### src/rtl/pulse_stretcher_pkg.sv
// Shared definitions for the pulse stretcher.
//   pulse_stretcher_state_t : FSM state encoding (IDLE / ACTIVE / GAP)
//   cnt_width()             : width of the shared ACTIVE/GAP down-counter
package pulse_stretcher_pkg;

    typedef enum logic [1:0] {
        IDLE   = 2'd0,
        ACTIVE = 2'd1,
        GAP    = 2'd2
    } pulse_stretcher_state_t;

    // The counter holds at most max(high, gap) - 1. Clamp to one bit so a
    // 1/1 configuration still gets a legal vector.
    function automatic int cnt_width(input int high_cycles, input int gap_cycles);
        int m;
        m = (high_cycles > gap_cycles) ? high_cycles : gap_cycles;
        return (m < 2) ? 1 : $clog2(m);
    endfunction

endpackage

### src/rtl/pulse_stretcher.sv
// Pulse stretcher: turns single-cycle request pulses into fixed-width active
// levels, each followed by a guaranteed idle gap. Requests arriving while a
// window or gap is in progress are queued in a saturating pending counter.
//
// Ports:
//   clk           system clock
//   reset_n       asynchronous active-low reset
//   clk_en        clock enable; state only advances on enabled edges
//   pulse_in      request pulse, sampled on enabled edges
//   out           stretched level (registered)
//   busy          high while not IDLE (registered)
//   pending_count queued requests not yet started (registered)
//   overflow      one-clk pulse when a request is dropped (registered)
module pulse_stretcher
    import pulse_stretcher_pkg::*;
#(
    parameter int HIGH_CYCLES = 4,
    parameter int GAP_CYCLES  = 1,
    parameter int MAX_PENDING = 3,
    parameter bit OUT_LEVEL   = 1'b1,
    parameter int PEND_W      = $clog2(MAX_PENDING + 1)
) (
    input  logic              clk,
    input  logic              reset_n,
    input  logic              clk_en,
    input  logic              pulse_in,
    output logic              out,
    output logic              busy,
    output logic [PEND_W-1:0] pending_count,
    output logic              overflow
);

    localparam int                CNT_W     = cnt_width(HIGH_CYCLES, GAP_CYCLES);
    localparam logic [CNT_W-1:0]  HIGH_LOAD = CNT_W'(HIGH_CYCLES - 1);
    localparam logic [CNT_W-1:0]  GAP_LOAD  = CNT_W'(GAP_CYCLES - 1);
    localparam logic [PEND_W-1:0] PEND_MAX  = PEND_W'(MAX_PENDING);

    if (HIGH_CYCLES < 1) begin : g_bad_high
        $error("pulse_stretcher: HIGH_CYCLES must be >= 1");
    end
    if (GAP_CYCLES < 1) begin : g_bad_gap
        $error("pulse_stretcher: GAP_CYCLES must be >= 1");
    end
    if (MAX_PENDING < 1) begin : g_bad_pend
        $error("pulse_stretcher: MAX_PENDING must be >= 1");
    end

    pulse_stretcher_state_t state, next_state;
    logic [CNT_W-1:0]       cnt, next_cnt;
    logic [PEND_W-1:0]      next_pend;
    logic                   start;      // this edge enters ACTIVE
    logic                   consume;    // the start is served from the queue
    logic                   queue_req;  // pulse_in must be queued rather than started
    logic                   drop;

    always_comb begin
        next_state = state;
        next_cnt   = cnt;
        next_pend  = pending_count;
        start      = 1'b0;
        consume    = 1'b0;
        queue_req  = 1'b0;
        drop       = 1'b0;

        case (state)
            IDLE: begin
                start = pulse_in;
            end
            ACTIVE: begin
                queue_req = pulse_in;
                if (cnt != '0) begin
                    next_cnt = cnt - CNT_W'(1);
                end else begin
                    next_state = GAP;
                    next_cnt   = GAP_LOAD;
                end
            end
            GAP: begin
                if (cnt != '0) begin
                    next_cnt  = cnt - CNT_W'(1);
                    queue_req = pulse_in;
                end else if (pending_count != '0) begin
                    // Oldest queued request goes first; a same-edge pulse
                    // takes its place in the queue.
                    start     = 1'b1;
                    consume   = 1'b1;
                    queue_req = pulse_in;
                end else if (pulse_in) begin
                    start = 1'b1;
                end else begin
                    next_state = IDLE;
                end
            end
            default: begin
                next_state = IDLE;
                next_cnt   = '0;
            end
        endcase

        if (start) begin
            next_state = ACTIVE;
            next_cnt   = HIGH_LOAD;
        end

        // Consume and arrival on the same edge cancel, which also means a
        // full queue does not drop in that case.
        if (consume && !queue_req) begin
            next_pend = pending_count - PEND_W'(1);
        end else if (!consume && queue_req) begin
            if (pending_count == PEND_MAX) drop = 1'b1;
            else                           next_pend = pending_count + PEND_W'(1);
        end
    end

    always_ff @(posedge clk or negedge reset_n) begin
        if (!reset_n) begin
            state         <= IDLE;
            cnt           <= '0;
            pending_count <= '0;
            out           <= ~OUT_LEVEL;
            busy          <= 1'b0;
            overflow      <= 1'b0;
        end else begin
            // overflow self-clears on any edge, enabled or not
            overflow <= clk_en & drop;
            if (clk_en) begin
                state         <= next_state;
                cnt           <= next_cnt;
                pending_count <= next_pend;
                out           <= (next_state == ACTIVE) ? OUT_LEVEL : ~OUT_LEVEL;
                busy          <= (next_state != IDLE);
            end
        end
    end

endmodule

### config.mk
export PLATFORM = sky130hd
export DESIGN_NAME = pulse_stretcher
export DESIGN_NICKNAME = d
export VERILOG_FILES = /design/src/rtl/pulse_stretcher_pkg.sv /design/src/rtl/pulse_stretcher.sv
export SDC_FILE = /design/constraint.sdc
export NUM_CORES = 1
export LEC_CHECK = 0
export CAP_MARGIN = 20
export CORE_AREA = 5 5 42 44
export CTS_CLUSTER_DIAMETER = 60
export CTS_CLUSTER_SIZE = 20
export DETAILED_ROUTE_END_ITERATION = 7
export DIE_AREA = 0 0 47 49
export GPL_TIMING_DRIVEN = 1
export PLACE_DENSITY_LB_ADDON = 0.25
export SLEW_MARGIN = 10
export SYNTH_ARGS = -nofsm -noshare
export SYNTH_HDL_FRONTEND = slang
export SYNTH_SLANG_ARGS = --single-unit
### constraint.sdc
create_clock -name clk -period 4 [get_ports clk]
set_clock_uncertainty 0.15 [all_clocks]
set_input_delay 0.8 -clock clk [delete_from_list [all_inputs] [get_ports clk]]
set_output_delay 0.8 -clock clk [all_outputs]
set_load 0.02 [all_outputs]
# ---- Word level (Yosys, flattened, before mapping)
# Cells that the tools add are included.
# Widths: inputs -> output; s select.
dict set report totals {
  reg_bits 9
  output_inout_bits 5
  elab_cells 55
}
dict set report classes {
  add_sub_neg 3
  eq_ne 7
  muxes 27
  bitwise 1
  reduce_logical 11
}
# operator count
set op_table {}
lappend op_table {{$mux 2} 11}
lappend op_table {{$mux 1} 12}
lappend op_table {{$pmux 2 s3} 2}
lappend op_table {{$reduce_bool 2->1} 4}
lappend op_table {{$reduce_and 3->1} 2}
lappend op_table {{$eq 2x1->1 const B} 2}
lappend op_table {{$eq 2x2->1 const B} 2}
lappend op_table {{$ne 2x2->1 const B} 2}
lappend op_table {{$pmux 1 s2} 2}
lappend op_table {{$sub 2x1->2 const B} 2}
lappend op_table {{$ne 3x3->1 const B} 1}
lappend op_table {{$add 2x1->2 const B} 1}
lappend op_table {{$logic_and 1x1->1} 2}
lappend op_table {{$logic_not 1->1} 2}
lappend op_table {{$logic_not 2->1} 1}
lappend op_table {{$and 1x1->1} 1}

# ---- Longest topological paths before layout
dict set report depth {
  ltp_word 9
  mapped_depth 11
  depth_no_buf 11
}

# ---- Worst setup path after synthesis
# No wires, ideal clock.
dict set report synth_path {
  path_type {register to register}
  from {register cnt[0]}
  to {register pending_count[1]}
  arrival_time_ns 1.968
  path_slack_ns 1.758
  stages_incl_launch_ff 12
  path_buffers 0
  synth_period_minus_slack_ns 2.242
  path_cell_list {dfrtp_1 > inv_1 > ha_1 > inv_1 > or3_1 > a21oi_1 > or2_1 > ha_1 > nor2b_1 > nand3_1 > o21ai_0 > a21oi_1}
}
dict set report synth_via {
  elab_chain_cells 7
  word_cells_on_any_way 13
}
# element line
set synth_rtl {}
lappend synth_rtl {{start, declared} pulse_stretcher.sv:49} ;# logic [CNT_W-1:0] cnt, next_cnt;
lappend synth_rtl {{start signal, assigned} pulse_stretcher.sv:128} ;# cnt <= next_cnt;
lappend synth_rtl {{$reduce_bool 2->1 (*)} pulse_stretcher.sv:79} ;# if (cnt != '0) begin
lappend synth_rtl {{$mux 1} pulse_stretcher.sv:79}
lappend synth_rtl {{$pmux 1 s2 / $mux 1 (equally long branches)} pulse_stretcher.sv:65} ;# case (state)
lappend synth_rtl {{$logic_not 1->1 (on tied branches)} {pulse_stretcher.sv:107, pulse_stretcher.sv:109}}
lappend synth_rtl {{$logic_and 1x1->1 (on tied branches)} {pulse_stretcher.sv:107, pulse_stretcher.sv:109}}
lappend synth_rtl {{$ne 2x2->1 (no line) / $reduce_bool 2->1 (equally long branches)} --}
lappend synth_rtl {{$reduce_and 3->1 (no line)} --}
lappend synth_rtl {{end signal, assigned} pulse_stretcher.sv:129} ;# pending_count <= next_pend;
lappend synth_rtl {{end, declared} pulse_stretcher.sv:29} ;# output logic [PEND_W-1:0] pending_count,
# Mark *: on every way between the ends. The rest lies on a longest branch, timed or not.
# A chain may end at the register's enable or synchronous reset.

# ---- Worst setup path after layout
# Same ends and word-level chain as after synthesis.

==> metrics.txt <==
Tightest Hold Check Type reg2reg; worst path arrival time 2.44 ns; DRT Pass-1 Iters 1; Final Cycle Share 61.37%; final net count 96; Critical Path, Cell by Cell inv_1 -> ha_1 -> inv_1 -> or3_1 -> a21oi_1 -> or2_1 -> ha_1 -> nor2b_1 -> nand3_1 -> o21ai_0 -> a21oi_1; most frequent cells in the layout inv_1 (9), a21oi_1 (9), ha_1 (9), dfrtp_1 (9), clkdlybuf4s50_1 (8); CP startpoint cnt[0]; Synth Area in XOR/XNOR 0%; CTS resizes 0; actual slew at the worst max-slew pin 0.4144 ns; R2R Setup Slk 1.55 ns; Buffers on Ports 8; clock sinks 9; placed cells 94; final hold vios 0; Worst-path clk slew 0.06 ns; RSZ-0062 raised after global routing false; average via count per standard cell 5.316; Vias 521; worst-path fanout max 6; Finished Layout Cells 98; PwrDens 678.3 mW/mm^2; simple-gate area share of the yosys netlist 16.09%; antenna-violating nets left 0; post-synthesis sequential area ratio 34.88%; worst slack at placement 1.299 ns; CTS buffer count 3; 1st-iter DRT viols 0; Initial Util 46.07%; Core ar. 0.001401 sq mm; max-slew violation total from the final report 0; H-tree depth 1; post-synth top area share 34.88%; largest cells by area after synthesis dfrtp_1 (35%), ha_1 (17%), a21oi_1 (7.0%); minimum clock period 2.455 ns; Critical Path RT 3.99 ns; Seq cells post-synth 9; Startpoint Class flop; die area 0.002303 sq mm; initial antenna violation count 0; Syn Area/Cell 9.223 sq um; IO Pins 9; largest area contributor in the netlist dfrtp_1; Setup crit end pending_count[1]; hold_buf cts 0; layout cells sized above 1 9.756%; crit path capture type flop; largest net degree at the start of global routing 10; maximum VDD drop 372.8 uV; worst reg2reg endpoint pending_count[1]; Worst-Skew Late Latency 0.26 ns; top achievable clock speed 0.4074 GHz; drt wl/cell 12.46 microns; crit path max-delay cell type dfrtp_1; Die Y 49 microns; first-pass GRT wire length 2214 microns; mux cell area share after synthesis 0%; Post-Route Setup TNS 0 ns; drc violations 0; Synth cell types 24; num rows 14; final setup fails 0; leak pwr 0.0003603 uW; HPWL Detailed 971.3 microns; adder-cell share of the synthesized area 17.44%; WL final 1221 microns; Post-CTS Setup Inserts 0; slowest stage delay, CP 0.39 ns; Worst Path Class, Setup reg2reg; Synth warnings 0; gpl congestion 0.8056; GRT overflow 0; cells after synthesis 70; syn_nets 83; status finished, final reports clean; n_diodes 0; Max Cap Viol 0; Setup WS post-layout 1.545 ns; root buf cell clkbuf_4; GRT Total Usage 12.86%; Synth Area in Compound Gates 26.36%; Worst R2R Start cnt[0]; die width 47 microns; largest family of logic cells by synthesized area compound AO/OA/AOI/OAI gates; area grow syn2layout 19.77%; CTS tree done; vias in the first global route 498; Syn Std Cell Area 645.6 sq um; CTS max path bufs 2; reg2reg path depth 11; Rel. slew slack 72.29%
-- through the flow --
| stage | hold WS [ns] | utilization, % | cell area (sq um) | power [uW] |
|---|---|---|---|---|
| 5_1_grt | 0.4073 | 55.18 | 773.2 | 579.9 |
| 2_1_floorplan | 0.3544 | - | 645.6 | 367.1 |
| 6_report | 0.3609 | 55.18 | 773.2 | 524.5 |
| 3_3_place_gp | 0.3439 | 53.21 | 745.7 | 455.3 |
| 3_5_place_dp | 0.3481 | 53.21 | 745.7 | 458.7 |
| 4_1_cts | 0.3619 | 55.18 | 773.2 | 532.8 |
-- critical path: cells and delay by family, from the launching register on --
kind                     cells  cell delay [ns]
adder cells (fa/ha/maj)      2             0.48
buffers and inverters        2             0.19
AND/OR/NAND/NOR              4             0.76
AO/OA/AOI/OAI                3             0.37
flip-flops                   1             0.39
-- layer usage --
metal  wire length [microns]  global-route usage (%)  vias to the layer above
met1                     617                   18.78                      245
met5                       0                       0                        -
met4                      11                   4.147                        0
met2                     559                   18.10                        6
li1                        -                       -                      268
met3                      34                   3.321                        2
-- report_power, final --
group	leakage, uW	internal [uW]	switching, uW	total (uW)
Sequential	0.000109	129	41.2	170
Combinational	0.000234	132	155	286
Clock	0.0000177	36.8	31.3	68.1
-- final cells by class --
cell class / instances / area (sq um)
Clock buffer: 3 / 22.52
Clock inverter: 1 / 5.005
Fill cell: 137 / 628.1
Inverter: 9 / 33.78
Multi-Input combinational cell: 52 / 386.6
Sequential cell: 9 / 225.2
Tap cell: 16 / 20.02
Timing Repair Buffer: 8 / 80.08
-- sequential cells by signal, summed over array words and instances, names as in the netlist --
name           count
busy               1
cnt                2
out                1
overflow           1
pending_count      2
state              2
-- worst min-delay path by stage --
stage | start | to | cells past startpoint
finish | out | out | 1
global route | out | out | 1
CTS | out | out | 1
floorplan | reset_n | busy | 0
global placement | out | out | 1
detailed placement | out | out | 1
-- cells by family (layout without fill, tap and decap cells) --
| logic type | after synthesis | count (layout) |
|---|---|---|
| AO/OA/AOI/OAI | 24 | 24 |
| adder cells (fa/ha/maj) | 9 | 9 |
| buffers and inverters | 9 | 21 |
| flip-flops | 9 | 9 |
| AND/OR/NAND/NOR | 19 | 19 |
-- synth_stat cells (all sizes together) --
cell type and n:
or3 1, o21ai 4, or4b 1, dfrtp 9
nand3b 1, nor2 3, and2 1, a211oi 1
or2 2, a21bo 1, inv 9, nand2 5
a21oi 9, o21a 1, a21o 1, nor2b 1
o211a 2, ha 9, nand2b 1, o31ai 2
nand3 3, o2bb2ai 1, a21boi 1, a221oi 1
(Power assumes the default switching activity.)
